## config.mk

```make
export PLATFORM = sky130hd
export DESIGN_NAME = core_seq_ctrl_flat
export DESIGN_NICKNAME = d
export VERILOG_FILES = /design/src/rtl/core_seq_ctrl_pkg.sv /design/src/rtl/core_seq_ctrl_if.sv /design/src/rtl/core_seq_ctrl_drain.sv /design/src/rtl/core_seq_ctrl.sv /design/src/flat_wrapper.sv
export SDC_FILE = /design/constraint.sdc
export NUM_CORES = 1
export LEC_CHECK = 0
export BUFFER_PORTS_ARGS = -buffer_cell sky130_fd_sc_hd__buf_4
export CAP_MARGIN = 15
export CORE_MARGIN = 5
export CORE_UTILIZATION = 41
export DETAILED_ROUTE_END_ITERATION = 10
export GPL_TIMING_DRIVEN = 0
export HOLD_SLACK_MARGIN = 0.1
export PLACE_DENSITY_LB_ADDON = 0.3
export SKIP_LAST_GASP = 1
export SLEW_MARGIN = 30
export SYNTH_ARGS = -nofsm -noshare
export SYNTH_HDL_FRONTEND = slang
export SYNTH_HIERARCHICAL = 1
export SYNTH_SLANG_ARGS = --single-unit
```

## constraint.sdc

```tcl
create_clock -name clk_i -period 4.3 [get_ports clk_i]
set_input_delay 0.86 -clock clk_i [delete_from_list [all_inputs] [get_ports clk_i]]
set_output_delay 0.86 -clock clk_i [all_outputs]
set_load 0.02 [all_outputs]
```

## src/rtl/core_seq_ctrl_pkg.sv

```systemverilog
// Shared definitions for the weight-stationary core sequencer.
// Holds the sizing constants, the FSM state encoding, the instruction bus
// bit positions and the idle instruction word.
package core_seq_pkg;

  localparam int ROW     = 8;     // PE array rows, kernel vectors per tile
  localparam int COL     = 8;     // PE array columns
  localparam int ADDR_BW = 11;    // SRAM address width
  localparam int LEN_BW  = 11;    // activation-count config width
  localparam int TIMEOUT = 1024;  // idle cycles tolerated in DRAIN
  localparam int CNT_W   = 12;    // covers cfg_len, ROW+COL and TIMEOUT
  localparam int INST_W  = 34;

  typedef enum logic [2:0] {
    IDLE, W_RD, K_LOAD, K_WAIT, A_RD, EXEC, DRAIN, FIN
  } state_e;

  localparam int B_ACC       = 33;
  localparam int B_P_CEN     = 32;
  localparam int B_P_WEN     = 31;
  localparam int B_P_ADDR_LO = 20;
  localparam int B_X_CEN     = 19;
  localparam int B_X_WEN     = 18;
  localparam int B_X_ADDR_LO = 7;
  localparam int B_OFIFO_RD  = 6;
  localparam int B_IFIFO_WR  = 5;
  localparam int B_IFIFO_RD  = 4;
  localparam int B_L0_RD     = 3;
  localparam int B_L0_WR     = 2;
  localparam int B_EXEC      = 1;
  localparam int B_LOAD      = 0;

  // Both SRAMs deselected and not writing, everything else off.
  localparam logic [INST_W-1:0] IDLE_INST =
    (INST_W'(1) << B_P_CEN) | (INST_W'(1) << B_P_WEN) |
    (INST_W'(1) << B_X_CEN) | (INST_W'(1) << B_X_WEN);

endpackage

```

## src/rtl/core_seq_ctrl_if.sv

```systemverilog
// Host/core-facing bundle of the sequencer.
//   start, cfg_*      : tile request and its configuration (host -> sequencer)
//   ofifo_valid       : core output FIFO non-empty (core -> sequencer)
//   inst              : registered 34-bit core instruction bus
//   busy, done, err   : tile status
// master = host side, slave = sequencer side.
interface core_seq_ctrl_if;
  import core_seq_pkg::*;

  logic                start;
  logic [ADDR_BW-1:0]  cfg_w_base;
  logic [ADDR_BW-1:0]  cfg_x_base;
  logic [ADDR_BW-1:0]  cfg_p_base;
  logic [LEN_BW-1:0]   cfg_len;
  logic                cfg_acc;
  logic                ofifo_valid;
  logic [INST_W-1:0]   inst;
  logic                busy;
  logic                done;
  logic                err;

  modport master (
    output start, cfg_w_base, cfg_x_base, cfg_p_base, cfg_len, cfg_acc, ofifo_valid,
    input  inst, busy, done, err
  );

  modport slave (
    input  start, cfg_w_base, cfg_x_base, cfg_p_base, cfg_len, cfg_acc, ofifo_valid,
    output inst, busy, done, err
  );
endinterface

```

## src/rtl/core_seq_ctrl_drain.sv

```systemverilog
// Drain engine: moves len output vectors from the output FIFO into psum SRAM.
// Each vector takes a P0 (FIFO read, optional psum read) and a P1 (psum write).
// Ports:
//   clk_i, rst_ni      clock, async active-low reset
//   go_i               one-cycle kick, starts at vector 0
//   len_i/base_i/acc_i latched tile config
//   ofifo_valid_i      FIFO non-empty
//   fin_o              last cycle of the drain (normal or timeout)
//   timeout_err_o      fin_o caused by the idle timeout
//   inst_hi_o          next-cycle inst[33:20] = {acc, psum CEN, psum WEN, addr}
//   ofifo_rd_o         next-cycle inst[6]
module core_seq_drain
  import core_seq_pkg::*;
(
  input  logic               clk_i,
  input  logic               rst_ni,
  input  logic               go_i,
  input  logic [LEN_BW-1:0]  len_i,
  input  logic [ADDR_BW-1:0] base_i,
  input  logic               acc_i,
  input  logic               ofifo_valid_i,
  output logic               fin_o,
  output logic               timeout_err_o,
  output logic [13:0]        inst_hi_o,
  output logic               ofifo_rd_o
);

  logic              active_q;
  logic              p1_q;
  logic [LEN_BW-1:0] idx_q;
  logic [CNT_W-1:0]  wait_q;
  logic [ADDR_BW-1:0] addr;

  always_comb begin
    addr          = base_i + idx_q;  // wraps modulo 2^ADDR_BW
    inst_hi_o     = {1'b0, 1'b1, 1'b1, {ADDR_BW{1'b0}}};
    ofifo_rd_o    = 1'b0;
    fin_o         = 1'b0;
    timeout_err_o = 1'b0;
    if (active_q) begin
      if (p1_q) begin
        inst_hi_o = {acc_i, 1'b0, 1'b0, addr};
        fin_o     = (idx_q == len_i - LEN_BW'(1));
      end else if (ofifo_valid_i) begin
        ofifo_rd_o = 1'b1;
        // With accumulation the old psum is read now so the core has it for P1.
        if (acc_i) inst_hi_o = {1'b0, 1'b0, 1'b1, addr};
      end else if (wait_q == CNT_W'(TIMEOUT - 1)) begin
        fin_o         = 1'b1;
        timeout_err_o = 1'b1;
      end
    end
  end

  always_ff @(posedge clk_i or negedge rst_ni) begin
    if (!rst_ni) begin
      active_q <= 1'b0;
      p1_q     <= 1'b0;
      idx_q    <= '0;
      wait_q   <= '0;
    end else if (go_i) begin
      active_q <= 1'b1;
      p1_q     <= 1'b0;
      idx_q    <= '0;
      wait_q   <= '0;
    end else if (active_q) begin
      if (p1_q) begin
        if (fin_o) active_q <= 1'b0;
        else       idx_q    <= idx_q + LEN_BW'(1);
        p1_q <= 1'b0;
      end else if (ofifo_valid_i) begin
        p1_q   <= 1'b1;
        wait_q <= '0;
      end else if (timeout_err_o) begin
        active_q <= 1'b0;
      end else begin
        wait_q <= wait_q + CNT_W'(1);
      end
    end
  end

endmodule

```

## src/rtl/core_seq_ctrl.sv

```systemverilog
// Tile sequencer for the weight-stationary core. Replaces hand-written
// instruction streams: kernel load (xmem -> L0 -> PE array), activation
// stream + execute, then output drain into psum SRAM.
// Ports:
//   clk_i     clock, rising edge
//   reset_ni  asynchronous active-low reset
//   bus       core_seq_ctrl_if.slave: start/cfg_*/ofifo_valid in,
//             inst/busy/done/err out (all outputs registered)
module core_seq_ctrl
  import core_seq_pkg::*;
(
  input logic             clk_i,
  input logic             reset_ni,
  core_seq_ctrl_if.slave  bus
);

  state_e             state_q;
  logic [CNT_W-1:0]   cnt_q;
  logic [INST_W-1:0]  inst_q, inst_d;
  logic               busy_q, done_q, err_q;

  logic [ADDR_BW-1:0] w_base_q, x_base_q, p_base_q;
  logic [LEN_BW-1:0]  len_q;
  logic               acc_q;

  logic [ADDR_BW-1:0] rd_base;
  logic [CNT_W-1:0]   rd_last;
  logic               go;
  logic               drn_fin, drn_tmo, drn_rd;
  logic [13:0]        drn_hi;

  assign go = (state_q == EXEC) && (cnt_q == {1'b0, len_q} - CNT_W'(1));

  core_seq_drain u_drain (
    .clk_i         (clk_i),
    .rst_ni        (reset_ni),
    .go_i          (go),
    .len_i         (len_q),
    .base_i        (p_base_q),
    .acc_i         (acc_q),
    .ofifo_valid_i (bus.ofifo_valid),
    .fin_o         (drn_fin),
    .timeout_err_o (drn_tmo),
    .inst_hi_o     (drn_hi),
    .ofifo_rd_o    (drn_rd)
  );

  // Instruction decode of the current state; registered below, so each state's
  // pattern reaches the bus one cycle after the state is entered.
  always_comb begin
    inst_d  = IDLE_INST;
    rd_base = (state_q == W_RD) ? w_base_q : x_base_q;
    rd_last = (state_q == W_RD) ? CNT_W'(ROW) : {1'b0, len_q};
    case (state_q)
      W_RD, A_RD: begin
        if (cnt_q < rd_last) begin
          inst_d[B_X_CEN] = 1'b0;
          inst_d[B_X_ADDR_LO +: ADDR_BW] = rd_base + cnt_q[ADDR_BW-1:0];
        end
        // SRAM data arrives one cycle after each read; L0 captures it then.
        if (cnt_q != '0) inst_d[B_L0_WR] = 1'b1;
      end
      K_LOAD: begin
        inst_d[B_LOAD]  = 1'b1;
        inst_d[B_L0_RD] = 1'b1;
      end
      EXEC: begin
        inst_d[B_EXEC]  = 1'b1;
        inst_d[B_L0_RD] = 1'b1;
      end
      DRAIN: begin
        inst_d[INST_W-1:B_P_ADDR_LO] = drn_hi;
        inst_d[B_OFIFO_RD]           = drn_rd;
      end
      default: ;
    endcase
  end

  always_ff @(posedge clk_i or negedge reset_ni) begin
    if (!reset_ni) begin
      state_q <= IDLE;
      cnt_q   <= '0;
      inst_q  <= IDLE_INST;
      busy_q  <= 1'b0;
      done_q  <= 1'b0;
      err_q   <= 1'b0;
    end else begin
      inst_q <= inst_d;
      done_q <= 1'b0;
      case (state_q)
        IDLE: if (bus.start) begin
          busy_q  <= 1'b1;
          err_q   <= 1'b0;
          cnt_q   <= '0;
          state_q <= (bus.cfg_len == '0) ? FIN : W_RD;
        end
        W_RD: if (cnt_q == CNT_W'(ROW)) begin
          cnt_q <= '0; state_q <= K_LOAD;
        end else cnt_q <= cnt_q + CNT_W'(1);
        K_LOAD: if (cnt_q == CNT_W'(COL - 1)) begin
          cnt_q <= '0; state_q <= K_WAIT;
        end else cnt_q <= cnt_q + CNT_W'(1);
        K_WAIT: if (cnt_q == CNT_W'(ROW + COL - 1)) begin
          cnt_q <= '0; state_q <= A_RD;
        end else cnt_q <= cnt_q + CNT_W'(1);
        A_RD: if (cnt_q == {1'b0, len_q}) begin
          cnt_q <= '0; state_q <= EXEC;
        end else cnt_q <= cnt_q + CNT_W'(1);
        EXEC: if (go) begin
          cnt_q <= '0; state_q <= DRAIN;
        end else cnt_q <= cnt_q + CNT_W'(1);
        DRAIN: if (drn_fin) begin
          state_q <= FIN;
          if (drn_tmo) err_q <= 1'b1;
        end
        FIN: begin
          done_q  <= 1'b1;
          busy_q  <= 1'b0;
          state_q <= IDLE;
        end
        default: state_q <= IDLE;
      endcase
    end
  end

  // Config is captured only on an accepted start; later cfg changes are ignored.
  always_ff @(posedge clk_i) begin
    if (state_q == IDLE && bus.start) begin
      w_base_q <= bus.cfg_w_base;
      x_base_q <= bus.cfg_x_base;
      p_base_q <= bus.cfg_p_base;
      len_q    <= bus.cfg_len;
      acc_q    <= bus.cfg_acc;
    end
  end

  assign bus.inst = inst_q;
  assign bus.busy = busy_q;
  assign bus.done = done_q;
  assign bus.err  = err_q;

endmodule

```

## src/flat_wrapper.sv

```systemverilog
// flat-port wrapper written by rule: the top's interface ports become plain ports
module core_seq_ctrl_flat import core_seq_pkg::*;
  (clk_i, reset_ni, bus_start, bus_cfg_w_base, bus_cfg_x_base, bus_cfg_p_base, bus_cfg_len, bus_cfg_acc, bus_ofifo_valid, bus_inst, bus_busy, bus_done, bus_err);
  core_seq_ctrl_if bus_i ();
  input logic clk_i;
  input logic reset_ni;
  input wire logic [$bits(bus_i.start)-1:0] bus_start;
  input wire logic [$bits(bus_i.cfg_w_base)-1:0] bus_cfg_w_base;
  input wire logic [$bits(bus_i.cfg_x_base)-1:0] bus_cfg_x_base;
  input wire logic [$bits(bus_i.cfg_p_base)-1:0] bus_cfg_p_base;
  input wire logic [$bits(bus_i.cfg_len)-1:0] bus_cfg_len;
  input wire logic [$bits(bus_i.cfg_acc)-1:0] bus_cfg_acc;
  input wire logic [$bits(bus_i.ofifo_valid)-1:0] bus_ofifo_valid;
  output wire logic [$bits(bus_i.inst)-1:0] bus_inst;
  output wire logic [$bits(bus_i.busy)-1:0] bus_busy;
  output wire logic [$bits(bus_i.done)-1:0] bus_done;
  output wire logic [$bits(bus_i.err)-1:0] bus_err;
  assign bus_i.start = bus_start;
  assign bus_i.cfg_w_base = bus_cfg_w_base;
  assign bus_i.cfg_x_base = bus_cfg_x_base;
  assign bus_i.cfg_p_base = bus_cfg_p_base;
  assign bus_i.cfg_len = bus_cfg_len;
  assign bus_i.cfg_acc = bus_cfg_acc;
  assign bus_i.ofifo_valid = bus_ofifo_valid;
  assign bus_inst = bus_i.inst;
  assign bus_busy = bus_i.busy;
  assign bus_done = bus_i.done;
  assign bus_err = bus_i.err;
  core_seq_ctrl u_core (.clk_i(clk_i), .reset_ni(reset_ni), .bus(bus_i));
endmodule
```

==> results.py, run 1 <==
metrics = {
    "cells_and_area": {
        "multi_input_area_mm2": 0.00375,
        "n_fill_cell": 1604,
        "drive_above_1_share_pct": 18.5,
        "num_antenna_cells": 0,
        "layout_common_cells": "84 x buf_4, 81 x nand2_1, 71 x dfrtp_1",
        "final_common_cell": "buf_4",
        "seqCellArea_mm2": 0.00321,
        "final_cell_area_mm2": 0.00882,
        "synthToLayoutAreaGrowth_pct": 21.4,
        "post-route-util_pct": 50.8,
        "final_nets": 940,
    },
    "die": {
        "core-area_mm2": 0.0174,
        "core.rowCount": 48,
        "initial_core_util_pct": 41.9,
        "die_x_um": 143,
        "dieArea_mm2": 0.0205,
        "num_io_pins": 86,
        "die_h_um": 143,
    },
    "timing": {
        "min_period_ps": 3790,
        "setup_viol": 0,
        "max_freq_mhz": 264,
        "fin_skew_ps": 5.45,
        "whs_ps": 473,
        "final-max-slew-violation-count": 0,
        "final-hold-violation-count": 0,
        "setup_tns_ps": 0,
        "finalCritPeriodShare_pct": 88.2,
        "timing.slew.headroom_pct": 53.5,
        "worst_slew_pin_slew_ps": 697,
        "rsz0062_at_grt": "false",
    },
    "power_and_ir_drop": {
        "switchingPower_uw": 1010,
        "p_int_uw": 2470,
        "worst_ir_drop_vdd_mv": 0.251,
        "combPwrFrac_pct": 20.1,
        "p_seq_share_pct": 37.5,
        "power_density_mw_per_mm2": 395,
        "switching_share_pct": 29.1,
        "power_frac_clock_pct": 42.4,
        "power_leakage_uw": 0.00387,
    },
    "grt": {
        "grt_first_pass_wirelength_mm": 28.3,
        "grt_pass1_vias": 5607,
        "grt_max_degree": 75,
        "grt.overflow.total": 0,
        "grtUsageTotal_pct": 17.6,
        "antenna_found_initial": 0,
    },
    "synthesis": {
        "yosys.area.top_type": "dfrtp_1",
        "synth_area_leaders": "dfrtp_1 24%, edfxtp_1 19%, ha_1 7.2%",
        "syn_avg_cell_area_um2": 9.77,
        "synthArstFlopShare_pct": 62.2,
        "ys_warn_count": 6,
        "postSynthCellCount": 744,
        "ys_seq_area_share_pct": 44.1,
        "ys_seq_elements": 119,
        "synth_area_mm2": 0.00727,
        "ys.flop_type": "dfrtp_1",
        "synth_top_area_share_pct": 24.4,
        "synth_edf_count": 45,
        "synth.distinct_cells": 85,
    },
    "cts": {
        "cts_buffer_depth": 2,
        "post-cts-setup-buffers": 0,
        "clk_latency_ps": 420,
        "htree_levels": 4,
        "cts_tree": "yes",
        "clkTransAtPathRegs_ps": 60,
        "clock-sinks": 119,
        "cts_buffers": 17,
        "cts_root_buf": "clkbuf_16",
    },
    "route": {
        "drc": 0,
        "vias": 5803,
        "first_pass_iters": 5,
        "ant_nets": 0,
        "routed_via_density": 5.35,
        "post_drt_wl_per_cell_um": 16.1,
        "routed_wl_mm": 17.5,
        "drtIter0Drc": 425,
    },
    "placement": {
        "hpwl_mm": 12.6,
        "placed_area_mm2": 0.00820,
        "port_buffers": 82,
        "gp_congestion": 0.865,
    },
    "critical_path": {
        "cpPeakStageDelay_ps": 600,
        "crit_family": "simple AND/OR/NAND/NOR gates",
        "slowest_stage": "or4b_2",
        "start_kind": "flip-flop",
        "critPathKind": "flip-flop to flip-flop",
        "crit_buf_inv": 3,
        "cp.arrival_ps": 4090,
        "end_kind": "flip-flop",
        "cp_max_fo": 8,
        "cp.required_ps": 4600,
        "crit_path_frequent_cell": "inv_1",
        "crit_chain": "buf_6, inv_1, ha_1, or4b_2, nor3_1, xnor2_1, a2111oi_2, a21oi_1, inv_1, nor2_1, or3_1, nor2_2, mux2_1",
    },
    "worst_hold_path": {
        "hold_class": "primary input to async pin",
    },
    "flow_run": {
        "cap_violations": 0,
    },
    "run_status": {
        "status": "complete, no violations",
    },
}
==> path summary, 6_finish.rpt <==
path / from / to / slack [ps] / cells after the start
max in group asynchronous: reset_ni / u_core/bus.inst[7] / 3350 / 1
min in group clk_i: u_core/bus.busy / u_core/bus.busy / 490 / 1
worst max register to register: u_core/len_q[0] / u_core/state_q[1] / 510 / 13
worst min-delay path: reset_ni / u_core/u_drain/wait_q[7] / 470 / 1
worst min register to register: u_core/bus.busy / u_core/bus.busy / 490 / 1
worst max-delay path: u_core/len_q[0] / u_core/state_q[1] / 510 / 13
==> synthesized netlist by cell type, types with 13 or more instances <==
cell,number
xnor2_1,29
nand3_1,22
edfxtp_1,45
inv_1,38
ha_1,42
xor2_1,25
a21oi_1,36
nor3_1,26
clkbuf_1,18
nand2_1,81
and3_1,30
nor2b_1,13
nor2_1,59
o21ai_0,29
dfrtp_1,71
==> through the flow <==
step | power [uW] | instances | worst slack (ps)
after global placement | 2000 | 1052 | 481
final | 3490 | 1085 | 509
after detailed placement | 2010 | 1053 | 451
after global routing | 3660 | 1085 | 145
after CTS | 3510 | 1085 | 365
after floorplan | 1800 | 745 | 994
==> what timing repair did <==
action                                  in CTS  in global routing
hold buffers                                 0                  0
endpoints found under the setup margin       0                  1
gates resized for setup                      0                  1
==> layer usage <==
| metal | vias to the layer above | global-route usage, % | wire [um] |
|---|---|---|---|
| met4 | 0 | 6.10 | 308 |
| met2 | 146 | 26.7 | 7800 |
| li1 | 2860 | - | - |
| met3 | 28 | 3.88 | 872 |
| met5 | - | 0 | 0 |
| met1 | 2769 | 25.0 | 8480 |
==> area by class of cell <==
cell class / instances / share of cell area [%]
clock buffers: 21 / 5.59
multi-input cells: 553 / 42.5
inverters: 38 / 1.62
clock inverters: 11 / 1.49
plain buffers: 35 / 2.06
repair buffers: 83 / 7.25
flip-flops and latches: 119 / 36.3
well taps: 225 / 3.19
==> registers in the layout, summed over array words and instances, names as in the netlist <==
register and flops:
u_core/u_drain/active_q 1, u_core/p_base_q 11, u_core/bus.inst 31, u_core/u_drain/wait_q 12, u_core/len_q 11, u_core/cnt_q 12, u_core/u_drain/p1_q 1, u_core/bus.busy 1
u_core/w_base_q 11, u_core/state_q 3, u_core/bus.err 1, u_core/u_drain/idx_q 11, u_core/acc_q 1, u_core/bus.done 1, u_core/x_base_q 11
==> logic make-up after synthesis <==
kind of cell	Yosys count	share of synthesized area (%)
compound gates	136	13.1
buf+inv	73	4.46
fa+ha+maj	44	7.78
other cells	2	0.103
simple gates	309	22.8
xor+xnor	55	6.82
mux	6	0.861
flops	119	44.1
==> power groups by stage <==
stage	sequential, uW	combinational (uW)	clock, uW
2_1_floorplan	1300	504	0
3_3_place_gp	1330	673	0
3_5_place_dp	1330	686	0
4_1_cts	1310	695	1500
5_1_grt	1310	779	1570
6_report	1310	700	1480
Note: power is estimated with default switching activity, not from simulation.
==> run 2, diff against run 1 <==
--- a/config.mk
+++ b/config.mk
@@ -5,6 +5,7 @@
 export SDC_FILE = /design/constraint.sdc
 export NUM_CORES = 1
 export LEC_CHECK = 0
+export ABC_AREA = 1
 export BUFFER_PORTS_ARGS = -buffer_cell sky130_fd_sc_hd__buf_4
 export CAP_MARGIN = 15
 export CORE_MARGIN = 5
==> run 2 against run 1 <==
Compared with the run above: sequential cell count is the same; cell area grew 2.7%; clock power decreased by 7%; combinational power increased to 3.4 times the previous value; critical endpoint is now u_core/bus.inst[15]; critical path depth is 3 higher; hold slack worse by 18 ps; sequential share of layout area down 0.95 points.
==> results.py, run 2 <==
metrics = {
    "run_status": {
        "status": "complete, no violations",
    },
    "critical_path": {
        "start_kind": "flip-flop",
        "critPathKind": "flip-flop to flip-flop",
        "reg2reg_depth": 16,
        "timing.rr.start": "u_core/state_q[1]",
        "cp_max_fo": 10,
        "cp.required_ps": 4610,
        "cp.arrival_ps": 4080,
        "crit_path_start": "u_core/state_q[1]",
        "end_kind": "flip-flop",
    },
    "die": {
        "core-area_mm2": 0.0180,
        "num_io_pins": 86,
        "dieArea_mm2": 0.0212,
        "initial_core_util_pct": 41.7,
        "core.rowCount": 49,
        "die_x_um": 145,
        "die_h_um": 145,
    },
    "cts": {
        "clock-sinks": 119,
        "cts_buffer_depth": 2,
        "clkTransAtPathRegs_ps": 60,
        "cts_tree": "yes",
        "cts_buffers": 17,
        "htree_levels": 4,
        "post-cts-setup-buffers": 0,
        "hold_buffers": 0,
        "clk_latency_ps": 420,
        "cts_resized": 0,
        "cts_root_buf": "clkbuf_16",
    },
    "grt": {
        "antenna_found_initial": 0,
        "grt_max_degree": 75,
        "grt.overflow.total": 0,
        "grtUsageTotal_pct": 17.4,
        "grt_pass1_vias": 6257,
        "grt_first_pass_wirelength_mm": 30.1,
    },
    "timing": {
        "min_period_ps": 3770,
        "worst_slew_pin_slew_ps": 679,
        "fin_skew_ps": 8.23,
        "setup_viol": 0,
        "max_freq_mhz": 266,
        "final-max-slew-violation-count": 0,
        "whs_ps": 455,
        "rsz0062_at_grt": "false",
        "timing.slew.headroom_pct": 54.7,
        "final-hold-violation-count": 0,
        "finalCritPeriodShare_pct": 87.6,
    },
    "flow_run": {
        "cap_violations": 0,
    },
    "synthesis": {
        "synth_area_leaders": "dfrtp_1 24%, edfxtp_1 18%, nand2_1 15%",
        "synth_top_area_share_pct": 23.6,
        "yosys.area.top_type": "dfrtp_1",
        "postSynthCellCount": 978,
        "synth_area_mm2": 0.00752,
        "synthArstFlopShare_pct": 62.2,
        "ys_seq_elements": 119,
        "ys_warn_count": 6,
        "synth_edf_count": 45,
        "syn_avg_cell_area_um2": 7.69,
        "synth_commonest_cells": "301 x nand2_1, 123 x nor2_1, 105 x inv_1, 71 x dfrtp_1, 66 x nand3_1",
        "synth.distinct_cells": 46,
        "ys_seq_area_share_pct": 42.6,
        "synth.most_common_cell": "nand2_1",
        "ys.flop_type": "dfrtp_1",
    },
    "route": {
        "vias": 6375,
        "post_drt_wl_per_cell_um": 13.7,
        "drtIter0Drc": 347,
        "first_pass_iters": 5,
        "routed_via_density": 4.82,
        "routed_wl_mm": 18.2,
        "drc": 0,
        "ant_nets": 0,
    },
    "cells_and_area": {
        "num_antenna_cells": 0,
        "post-route-util_pct": 50.3,
        "drive_above_1_share_pct": 15.8,
        "synthToLayoutAreaGrowth_pct": 20.4,
        "final_common_cell": "nand2_1",
        "final_nets": 1174,
        "layout_common_cells": "301 x nand2_1, 123 x nor2_1, 105 x inv_1",
        "largest_reg_flops": 31,
    },
    "power_and_ir_drop": {
        "p_seq_share_pct": 32.1,
        "power_leakage_uw": 0.00453,
        "switchingPower_uw": 2300,
        "power_density_mw_per_mm2": 613,
        "p_int_uw": 3250,
        "worst_ir_drop_vdd_mv": 0.391,
        "switching_share_pct": 41.5,
        "combPwrFrac_pct": 43.0,
        "power_frac_clock_pct": 24.9,
    },
    "placement": {
        "gp_congestion": 0.916,
        "port_buffers": 81,
        "hpwl_mm": 13.6,
    },
    "worst_hold_path": {
        "hold_class": "primary input to async pin",
    },
}
run 2: cell count changes in the layout (fill, tap and decap cells not counted), moves of 10 or more:
cell,before,now
nand2_1,81,301
inv_1,38,105
nor2_1,59,123
nand3_1,22,66
and3_1,29,0
xnor2_1,29,12
o21ai_0,29,14
inv_2,0,12
nor2b_1,12,0
clkbuf_1,19,8
nand2b_1,10,0
or3_1,10,0
run 2: per-layer routing:
metal,GRT usage (%),wire (um),up-vias
met1,20.5,7740,2919
li1,-,-,3319
met2,30.6,9310,112
met3,4.39,765,25
met5,0,0,-
met4,6.34,360,0
run 2: layout make-up:
cell class	count	area [um2]
Fill cell	1718	8960
Multi-Input combinational cell	717	3740
Sequential cell	119	3210
Timing Repair Buffer	83	654
Inverter	119	447
Clock buffer	17	425
Tap cell	229	287
Clock inverter	15	156
Buffer	24	141
run 2: power by group through the flow:
stage                     combinational (uW)  sequential (uW)  clock [uW]
after floorplan                         1670             1790           0
after global placement                  2270             1820           0
after detailed placement                2380             1800           0
after CTS                               2400             1790        1410
after global routing                    2710             1820        1480
final                                   2390             1780        1380
run 2: through the flow:
stage | total power, uW | setup WS, ps | TNS (ps) | cell area [um2] | std cells
final | 5550 | 534 | 0 | 9060 | 1323
after global routing | 6010 | 158 | 0 | 9060 | 1323
after CTS | 5600 | 488 | 0 | 9060 | 1323
after detailed placement | 4180 | 526 | 0 | 8480 | 1291
after global placement | 4080 | -147 | -6300 | 8430 | 1289
after floorplan | 3460 | 721 | 0 | 7530 | 979
run 2: path summary, 6_finish.rpt:
check | to | slack (ps)
max | u_core/bus.inst[15] | 530
min | u_core/bus.inst[25] | 450
max reg2reg | u_core/bus.inst[15] | 530
min reg2reg | u_core/bus.busy | 490
max in group asynchronous | u_core/cnt_q[7] | 3380
min in group clk_i | u_core/bus.busy | 490
run 2: cells by family after synthesis:
family	after synthesis	synth area share (%)
and+or+nand+nor	551	31.1
buffers and inverters	143	7.82
DFF	119	42.6
AOI/OAI and AO/OA	76	5.70
adders and majority gates	44	7.52
xor gates and xnor gates	42	4.99
other	2	0.0998
muxes	1	0.133
run 2: worst max-delay path, stage by stage (launching register included):
cell	delay, ps
dfrtp_1	420
inv_1	140
ha_1	220
inv_1	90
nor2_1	500
clkbuf_1	450
nand2_1	90
nand2_1	90
ha_1	220
inv_1	80
fa_1	430
o31ai_1	420
nand2_1	90
nand2_1	120
a21oi_1	90
xor2_1	160
nor2_1	60
